$ cat config.mk
export PLATFORM = sky130hd
export DESIGN_NAME = mem_arbiter
export DESIGN_NICKNAME = d
export VERILOG_FILES = /design/src/rtl/mem_arbiter.sv
export SDC_FILE = /design/constraint.sdc
export NUM_CORES = 1
export LEC_CHECK = 0
export CAP_MARGIN = 10
export CORE_MARGIN = 5
export CORE_UTILIZATION = 38
export CTS_CLUSTER_DIAMETER = 200
export DETAILED_ROUTE_END_ITERATION = 16
export PLACE_DENSITY = 0.86
export SYNTH_ARGS = -nofsm -noshare
export SYNTH_HDL_FRONTEND = slang
export SYNTH_SLANG_ARGS = --single-unit
$ cat constraint.sdc
create_clock -name cclk -period 5.9 [get_ports cclk]
set_input_delay 1.18 -clock cclk [delete_from_list [all_inputs] [get_ports cclk]]
set_output_delay 1.18 -clock cclk [all_outputs]
set_load 0.02 [all_outputs]
$ cat src/rtl/mem_arbiter.sv
// Two-requester (CPU / debug) arbiter and sequencer for a single-port memory with fixed read latency.
// Define MEM_ARB_DBG_EN to enable the debug port; otherwise only the CPU is ever granted.
module mem_arbiter #(
    parameter int AW      = 32,
    parameter int DW      = 32,
    parameter int MEM_LAT = 1
) (
    input  logic          cclk,
    input  logic          rst,
    input  logic          cpu_req,
    input  logic          cpu_we,
    input  logic [AW-1:0] cpu_addr,
    input  logic [DW-1:0] cpu_wdata,
    output logic [DW-1:0] cpu_rdata,
    output logic          cpu_ack,
    input  logic          dbg_req,
    input  logic          dbg_we,
    input  logic [AW-1:0] dbg_addr,
    input  logic [DW-1:0] dbg_wdata,
    output logic [DW-1:0] dbg_rdata,
    output logic          dbg_ack,
    output logic          mem_en,
    output logic          mem_we,
    output logic [AW-3:0] mem_addr,
    output logic [DW-1:0] mem_wdata,
    input  logic [DW-1:0] mem_rdata,
    output logic          busy,
    output logic          grant_dbg
);
    typedef enum logic [1:0] {IDLE, ISSUE, WAIT, ACK} state_t;

    state_t        state_q, state_d;
    logic          owner_q, owner_d;   // 1: transaction belongs to the debug port
    logic          we_q, we_d;
    logic [AW-3:0] addr_q, addr_d;
    logic [DW-1:0] wdata_q, wdata_d;
    logic [2:0]    cnt_q, cnt_d;
    logic [DW-1:0] cpu_rdata_q, cpu_rdata_d;
    logic [DW-1:0] dbg_rdata_q, dbg_rdata_d;
    logic          grant;
    logic          pick_dbg;
    logic          unused_sig;

`ifdef MEM_ARB_DBG_EN
    logic rr_q, rr_d;   // 1: debug port wins the next tie

    always_comb begin
        grant    = cpu_req | dbg_req;
        pick_dbg = (cpu_req & dbg_req) ? rr_q : dbg_req;
        rr_d     = rr_q;
        if (state_q == IDLE && grant) begin
            rr_d = ~pick_dbg;
        end
    end

    always_ff @(posedge cclk or posedge rst) begin
        if (rst) begin
            rr_q <= 1'b0;
        end else begin
            rr_q <= rr_d;
        end
    end

    assign unused_sig = ^{cpu_addr[1:0], dbg_addr[1:0]};
`else
    always_comb begin
        grant    = cpu_req;
        pick_dbg = 1'b0;
    end

    assign unused_sig = ^{cpu_addr[1:0], dbg_req, dbg_addr[1:0], dbg_rdata_q};
`endif

    always_comb begin
        state_d     = state_q;
        owner_d     = owner_q;
        we_d        = we_q;
        addr_d      = addr_q;
        wdata_d     = wdata_q;
        cnt_d       = cnt_q;
        cpu_rdata_d = cpu_rdata_q;
        dbg_rdata_d = dbg_rdata_q;
        case (state_q)
            IDLE: begin
                if (grant) begin
                    owner_d = pick_dbg;
                    we_d    = pick_dbg ? dbg_we : cpu_we;
                    addr_d  = pick_dbg ? dbg_addr[AW-1:2] : cpu_addr[AW-1:2];
                    wdata_d = pick_dbg ? dbg_wdata : cpu_wdata;
                    state_d = ISSUE;
                end
            end
            ISSUE: begin
                if (we_q) begin
                    state_d = ACK;
                end else begin
                    cnt_d   = 3'(MEM_LAT);
                    state_d = WAIT;
                end
            end
            WAIT: begin
                // Count value 1 marks the cycle in which the memory data is valid.
                if (cnt_q == 3'd1) begin
                    if (owner_q) begin
                        dbg_rdata_d = mem_rdata;
                    end else begin
                        cpu_rdata_d = mem_rdata;
                    end
                    state_d = ACK;
                end else begin
                    cnt_d = cnt_q - 3'd1;
                end
            end
            ACK: begin
                state_d = IDLE;
            end
            default: begin
                state_d = IDLE;
            end
        endcase
    end

    always_ff @(posedge cclk or posedge rst) begin
        if (rst) begin
            state_q     <= IDLE;
            owner_q     <= 1'b0;
            we_q        <= 1'b0;
            addr_q      <= '0;
            wdata_q     <= '0;
            cnt_q       <= '0;
            cpu_rdata_q <= '0;
            dbg_rdata_q <= '0;
        end else begin
            state_q     <= state_d;
            owner_q     <= owner_d;
            we_q        <= we_d;
            addr_q      <= addr_d;
            wdata_q     <= wdata_d;
            cnt_q       <= cnt_d;
            cpu_rdata_q <= cpu_rdata_d;
            dbg_rdata_q <= dbg_rdata_d;
        end
    end

    // Memory address/data come straight from the latch registers, so they hold after ISSUE.
    assign busy      = (state_q != IDLE);
    assign mem_en    = (state_q == ISSUE);
    assign mem_we    = (state_q == ISSUE) & we_q;
    assign mem_addr  = addr_q;
    assign mem_wdata = wdata_q;
    assign cpu_rdata = cpu_rdata_q;
    assign cpu_ack   = (state_q == ACK) & ~owner_q;

`ifdef MEM_ARB_DBG_EN
    assign dbg_rdata = dbg_rdata_q;
    assign dbg_ack   = (state_q == ACK) & owner_q;
    assign grant_dbg = busy & owner_q;
`else
    assign dbg_rdata = '0;
    assign dbg_ack   = 1'b0;
    assign grant_dbg = 1'b0;
`endif

endmodule

==> run metrics, run 1 <==
first-pass GRT wire length=around 15000 µm; gr ovfl total=0; vias=between 2000 and 3000; Setup CP Type=reg2out; largest net degree at the start of global routing=54; most frequent cells in the layout=clkdlybuf4s50_1, dfrtp_1, mux2_2, conb_1, mux2_4; R2R setup slack=3.58 ns; Cells after Synth=around 280; initial DRC count=90; Net count, final=approximately 650; drt total wl=around 9900 µm; share of cells above drive strength 1=around 25%; Yosys top cell by area=dfrtp_1; Area Growth Syn to Fin=53.0%; count of final hold-check violations=0; DP HPWL=between 7000 and 8000 µm; Hold Path Sink=mem_addr[1]$_DFFE_PP0P_; asr flop ratio synth=between 90% and 100%; Crit Reg-Reg Startpoint=state_q[0]$_DFFE_PP0P_; Routed Antenna Nets=0; clock network fraction of total power=around 16%; biggest cell delay along the critical path=around 0.65 ns; Most used DFF post-synth=dfrtp_1; post_cts resized=0; DR WL/cell=16.0 µm; Worst Hold Class=reg2reg; CTS max path bufs=2; Sw Ratio=about a third; IO Pins=a little under 300; CP max FO=5; post-route cell area=6550 µm²; register area share after synthesis=between 50% and 60%; Layout fillers=approximately 850; Clock Root Buffer=clkbuf_16; CP endpoint kind=output pin; setup bufs post-CTS=0; vias in the first global route=between 2000 and 3000; Synth top area share=58.5%; maximum vdd drop=approximately 0.00030 V; Min Clock Period, post-route=between 3 and 4 ns; Synth Cell Area=about 4300 µm²; yosys warns=0; Synth area leaders=dfrtp_1, mux2_2, mux2_4; Yosys cell types=26; first-pass detailed-route iteration total=4; Post-synth EDFFs=0; Rows=38; WP data required=~4.7 ns; Core Area=10900 µm²; worst-path cell chain=inv_1 -> ha_1 -> and2_0 -> clkdlybuf4s50_1; Final period util=between 50% and 60%; FF-to-FF path depth=5; Critical Path Start Type=register; internal power=2.53 mW; final setup vio count=0; Die Span X=116 µm; DIE AREA=~13000 µm²; area post-placement=about 6200 µm²; starting density of the core=about two fifths; hold-fix buffers at CTS=0; gr usage total=14.4%; Reg clk slew, reported paths=0.06 ns; Hold Startpoint=mem_addr[1]$_DFFE_PP0P_; Die Height=116 µm; CP Launch Point=state_q[1]$_DFFE_PP0P_; worst-margin pin slew=a little over 0.7 ns; FF+latch count, synth=100; DR vias/cell=between 4 and 5; CTS Buf Count=9; initial antenna violation count=0; sw power=between 1 and 1.5 mW; Residual DRC=0; commonest non-fill, non-tap cell in the layout=clkdlybuf4s50_1; FMAX=between 300 and 400 MHz; hold path depth=1; Flop pwr share=between 30% and 40%; RSZ-0062 raised after global routing=no; max_slew headroom=52.1%; total negative setup slack=0 ns; LEAKAGE=2.91 nW; Combinational Power Share=between 50% and 60%; TritonCTS clock tree=built; worst reg2reg endpoint=mem_addr[27]$_DFFE_PP0P_; H-tree depth=3; Slew Limit Fails=0; Buffers on Ports=195; clk sinks=100; outcome=completed; Worst Path Arrival=roughly 1.9 ns; Final Skew=0.0116 ns; maxcap violations=0; worst-path cell with the longest stage delay=clkdlybuf4s50_1; Mean Syn Cell Area=15.6 µm²; n_diodes=0; routability cong.=between 0.7 and 0.8; later-pin clock latency in the skew report=roughly 0.34 ns; Power Density=about 590 nW/µm²
[flip-flops by register name, summed over array words and instances (netlist names)]
signal,count
cpu_rdata,32
state_q,2
mem_addr,30
we_q,1
mem_wdata,32
cnt_q,3
[layout make-up]
cell class                 instances  area, µm²  share of cell area [%]
clock buffer                       9        225                    3.44
clock inverter                     7        100                    1.53
inverter                           7       28.8                   0.439
multi-input combinational        157       1550                    23.7
sequential                       100       2500                    38.2
tap                              140        175                    2.67
timing repair buffer             197       1970                    30.0
[worst max-delay path, delay by kind of cell, from the launching register on]
family	cells	cell delay, ns
flops	1	0.42
fa+ha+maj	1	0.17
buf+inv	2	0.77
simple gates	1	0.24
[power groups by stage]
stage / combinational [mW] / sequential, mW / clock, mW
after floorplan: 0.770 / 1.63 / 0
after global placement: 2.01 / 1.22 / 0
after detailed placement: 2.04 / 1.24 / 0
after CTS: 2.05 / 1.23 / 0.646
after global routing: 2.14 / 1.27 / 0.682
final: 2.02 / 1.22 / 0.628
[cells in the mapped netlist, types with 2 or more instances]
library cell and instances:
nand2b_1 2, mux2_4 30, buf_2 6, nand3b_1 2
buf_6 3, inv_1 7, mux2i_1 2, ha_1 7
nor2_1 2, dfrtp_1 100, buf_4 34, mux2_2 66
[cell families after synthesis]
logic type                 share of synthesized area (%)
AOI/OAI and AO/OA                                  0.818
adders and majority gates                           2.05
DFF                                                 58.5
buffers and inverters                               8.18
other                                             0.0876
and+or+nand+nor                                     2.05
muxes                                               28.4
[through the flow]
stage / util [%] / setup WS [ns] / hold slack, ns / cells / total power, mW
6_report: 59.9 / 2.79 / 0.504 / 617 / 3.87
4_1_cts: 59.9 / 2.77 / 0.507 / 617 / 3.93
5_1_grt: 59.9 / 2.66 / 0.515 / 617 / 4.10
3_5_place_dp: 56.9 / 2.69 / 0.492 / 601 / 3.28
3_3_place_gp: 56.9 / 2.72 / 0.483 / 601 / 3.23
2_1_floorplan: - / 2.10 / 0.473 / 308 / 2.40
[worst max-delay path by stage]
| stage | endpoint | slack [ns] |
|---|---|---|
| 2_1_floorplan | cnt_q[0]$_DFFE_PP0P_ | 2.10 |
| 3_3_place_gp | mem_addr[8]$_DFFE_PP0P_ | 2.72 |
| 3_5_place_dp | mem_addr[27]$_DFFE_PP0P_ | 2.69 |
| 4_1_cts | mem_we | 2.77 |
| 5_1_grt | mem_we | 2.66 |
| 6_report | mem_we | 2.79 |
[per-layer routing]
metal	vias to the layer above	routed length (µm)	global-route usage [%]	part of all wire, %
met1	1328	3750	17.1	38
met2	140	4800	24.7	49
met5	-	0	0	0
met3	10	1200	6.22	12
li1	1261	-	-	-
met4	0	99	2.86	1.0
(Power assumes the default switching activity.)
==> run 2, diff against run 1 <==
CORE_UTILIZATION = 35   (was 38)
PLACE_DENSITY = 0.8   (was 0.86)
clock period = 3 ns   (was 5.9 ns; I/O delays follow)
==> run metrics, run 2 (same netlist as run 1, synthesis figures left out) <==
Crit Reg-Reg Startpoint=state_q[0]$_DFFE_PP0P_; TritonCTS clock tree=built; gr ovfl total=0; FMAX=384 MHz; clk sinks=100; LEAKAGE=approximately 2.9 nW; Routed Antenna Nets=0; Worst Path Arrival=around 2.0 ns; CP max FO=5; Residual DRC=0; vias in the first global route=~3200; DIE AREA=14500 µm²; Critical Path Start Type=register; Net count, final=~650; RSZ-0062 raised after global routing=no; final setup vio count=0; H-tree depth=3; vias=2754; Layout fillers=roughly 1000; hold path depth=1; outcome=completed; worst-path cell chain=inv_1 -> ha_1 -> and2_0 -> clkdlybuf4s50_1; worst reg2reg endpoint=cnt_q[0]$_DFFE_PP0P_; Hold Startpoint=mem_wdata[23]$_DFFE_PP0P_; first-pass detailed-route iteration total=3; Clock Root Buffer=clkbuf_16; setup bufs post-CTS=0; Final period util=between 80% and 90%; Rows=40; routability cong.=~0.7; final non-filler cell total=roughly 630; share of cells above drive strength 1=roughly a quarter; initial antenna violation count=0; Buffers on Ports=around 200; initial DRC count=96; starting density of the core=between 30% and 40%; hold-fix buffers at CTS=0; total negative setup slack=0 ns; Power Density=between 1000 and 1500 nW/µm²; Setup CP Type=reg2out; maxcap violations=0; CTS Buf Count=9; Hold Path Sink=mem_wdata[23]$_DFFE_PP0P_; Reg clk slew, reported paths=0.06 ns; max_slew headroom=~56%; drt total wl=between 10000 and 15000 µm; WP data required=approximately 2.4 ns; first-pass GRT wire length=16600 µm; DP HPWL=between 8000 and 9000 µm; CTS max path bufs=2; Slew Limit Fails=0; most frequent cells in the layout=clkdlybuf4s50_1, dfrtp_1, mux2_2, conb_1, mux2_4; Core Area=12000 µm²; later-pin clock latency in the skew report=roughly 0.34 ns; Min Clock Period, post-route=~2.6 ns; count of final hold-check violations=0; maximum vdd drop=about 0.00062 V; Cells after DPL=between 600 and 700; FF-to-FF path depth=5; Worst Hold Class=reg2reg; largest net degree at the start of global routing=64; CP endpoint kind=output pin; DR vias/cell=4.41; post_cts resized=0; Die Span X=121 µm; Die Height=approximately 120 µm; worst-path cell with the longest stage delay=clkdlybuf4s50_1; commonest non-fill, non-tap cell in the layout=clkdlybuf4s50_1; Area Growth Syn to Fin=53.8%; n_diodes=0; DR WL/cell=roughly 16 µm; IO Pins=slightly below 300; biggest cell delay along the critical path=between 0.6 and 0.7 ns; R2R setup slack=0.69 ns; gr usage total=~15%; Final Skew=approximately 0.0059 ns; worst-margin pin slew=approximately 0.66 ns
## run 2: cell types whose count changed in the layout (fill, tap and decap cells not counted)
cell,before,now
clkinv_2,0,3
buf_12,0,2
clkinvlp_4,3,1
buf_4,2,1
clkbuf_1,0,1
clkbuf_8,0,1
clkinv_4,1,0
inv_4,1,0
inv_6,1,0
## run 2: worst max-delay path by stage
stage                     slack [ns]                   end                    from  cells past startpoint
final                           0.40                mem_we  state_q[1]$_DFFE_PP0P_                      4
after global routing            0.30                mem_we  state_q[1]$_DFFE_PP0P_                      4
after CTS                       0.39                mem_we  state_q[1]$_DFFE_PP0P_                      4
after detailed placement        0.68  cnt_q[0]$_DFFE_PP0P_  state_q[0]$_DFFE_PP0P_                      5
after global placement          0.75  cnt_q[0]$_DFFE_PP0P_  state_q[0]$_DFFE_PP0P_                      5
after floorplan                 1.18  cnt_q[0]$_DFFE_PP0P_  state_q[1]$_DFFE_PP0P_                      5
## run 2: area by class of cell
type                       count  area [µm²]  area share (%)
clock buffer                  11         243            3.69
inverter                       7        30.0           0.456
tap                          147         184            2.79
multi-input combinational    157        1550            23.6
sequential                   100        2500            38.0
timing repair buffer         198        2000            30.4
clock inverter                 5        75.1            1.14
## run 2: through the flow
stage | power (mW) | setup slack, ns | hold slack (ns) | util (%) | cell area (µm²)
floorplan | 4.72 | 1.18 | 0.473 | - | 4410
global placement | 6.37 | 0.749 | 0.482 | 52.2 | 6270
detailed placement | 6.49 | 0.683 | 0.492 | 52.2 | 6270
CTS | 7.77 | 0.387 | 0.508 | 54.8 | 6590
global route | 8.07 | 0.300 | 0.516 | 54.8 | 6590
finish | 7.65 | 0.398 | 0.505 | 54.8 | 6590
## run 2: routing by layer
layer | GRT usage (%) | part of all wire (%)
met5 | 0 | 0
met4 | 7.29 | 2.9
met3 | 4.02 | 7.1
met2 | 25.5 | 53
met1 | 16.1 | 37
## run 2: worst max-delay path: cells and delay by family (launching register included)
family	cells	cell delay, ns
adder cells (fa/ha/maj)	1	0.18
AND/OR/NAND/NOR	1	0.26
flip-flops	1	0.42
buffers and inverters	2	0.81
## run 2: power breakdown
group | switching [mW] | internal, mW | leakage [nW]
Combinational | 1.80 | 2.21 | 1.59
Clock | 0.480 | 0.750 | 0.159
Sequential | 0.365 | 2.04 | 1.18
Total | 2.65 | 5.01 | 2.93
==> run 3, diff against run 2 <==
MAX_ROUTING_LAYER = met4   (was default)
==> run metrics, run 3 (same netlist as run 1, synthesis figures left out) <==
most frequent cells in the layout=clkdlybuf4s50_1, dfrtp_1, mux2_2, conb_1, mux2_4; Min Clock Period, post-route=2.60 ns; CP max FO=5; Net count, final=between 600 and 700; Die Height=around 120 µm; FMAX=around 380 MHz; RSZ-0062 raised after global routing=no; DR vias/cell=between 4 and 5; count of final hold-check violations=0; clk sinks=100; maxcap violations=0; largest net degree at the start of global routing=64; Residual DRC=0; Core Area=~12000 µm²; gr usage total=about 15%; max_slew headroom=a little under three fifths; TritonCTS clock tree=built; Layout fillers=about 1000; Critical Path Start Type=register; CTS max path bufs=2; first-pass detailed-route iteration total=3; DIE AREA=between 10000 and 15000 µm²; share of cells above drive strength 1=approximately a quarter; first-pass GRT wire length=between 15000 and 20000 µm; Area Growth Syn to Fin=53.8%; H-tree depth=3; Worst Path Arrival=2.00 ns; Rows=40; Reg clk slew, reported paths=~0.070 ns; maximum vdd drop=roughly 0.0006 V; Slew Limit Fails=0; Clock Root Buffer=clkbuf_16; DR WL/cell=between 15 and 20 µm; Power Density=between 1000 and 1500 nW/µm²; drt total wl=around 10000 µm; total negative setup slack=0 ns; CTS Buf Count=9; Routed Antenna Nets=0; WP data required=around 2.4 ns; IO Pins=between 200 and 300; starting density of the core=35.6%; vias=2756; vias in the first global route=about 3200; gr ovfl total=0; n_diodes=0; later-pin clock latency in the skew report=about 0.34 ns; initial DRC count=83; Setup CP Type=reg2out; Final period util=between 80% and 90%; routability cong.=0.710; setup bufs post-CTS=0; outcome=completed; Die Span X=121 µm; final setup vio count=0; Final Skew=0.00564 ns; commonest non-fill, non-tap cell in the layout=clkdlybuf4s50_1; DP HPWL=8020 µm; post_cts resized=0; CP endpoint kind=output pin; setup ws final=roughly 0.40 ns; Buffers on Ports=approximately 200; hold-fix buffers at CTS=0; worst-margin pin slew=around 0.66 ns; initial antenna violation count=0; pre-CTS setup slack=0.683 ns; Worst Hold Class=reg2reg; LEAKAGE=just under 3 nW
[run 3: critical path: stages (launching register included)]
cell and delay, ns:
dfrtp_1 0.42, inv_1 0.15, ha_1 0.18, and2_0 0.26, clkdlybuf4s50_1 0.66
[run 3: stage by stage]
stage | instances | util [%] | total power, mW | cell area [µm²] | hold slack, ns
final | 625 | 54.8 | 7.65 | 6590 | 0.505
after global placement | 609 | 52.2 | 6.37 | 6270 | 0.482
after floorplan | 308 | - | 4.72 | 4410 | 0.473
after global routing | 625 | 54.8 | 8.07 | 6590 | 0.516
after detailed placement | 609 | 52.2 | 6.49 | 6270 | 0.492
after CTS | 625 | 54.8 | 7.77 | 6590 | 0.508
[run 3: worst paths after layout]
kind / startpoint / end / slack, ns / depth (start not counted)
hold / removal: mem_wdata[23]$_DFFE_PP0P_ / mem_wdata[23]$_DFFE_PP0P_ / 0.51 / 1
max in group asynchronous: rst / cpu_rdata[17]$_DFFE_PP0P_ / 1.57 / 3
setup reg to reg: state_q[0]$_DFFE_PP0P_ / cnt_q[0]$_DFFE_PP0P_ / 0.69 / 5
setup / recovery: state_q[1]$_DFFE_PP0P_ / mem_we / 0.40 / 4
hold reg to reg: mem_wdata[23]$_DFFE_PP0P_ / mem_wdata[23]$_DFFE_PP0P_ / 0.51 / 1
min in group asynchronous: rst / cpu_rdata[2]$_DFFE_PP0P_ / 0.67 / 2
[run 3: metal layers]
layer	share of wire [%]	track usage, %	vias up
li1	-	-	1268
met1	38	16.6	1349
met2	53	25.5	118
met3	5.9	3.13	21
met4	2.9	7.29	0
met5	0	-	-
[run 3: cell type report]
cell class	instances	area, µm²	share of cell area, %
Clock buffer	11	243	3.69
Clock inverter	5	75.1	1.14
Inverter	7	30.0	0.456
Multi-Input combinational cell	157	1550	23.6
Sequential cell	100	2500	38.0
Tap cell	147	184	2.79
Timing Repair Buffer	198	2000	30.4
[run 3: power breakdown]
part,internal (mW),switching [mW]
clock network,0.749,0.479
logic,2.21,1.80
registers,2.04,0.365
total,5.01,2.65
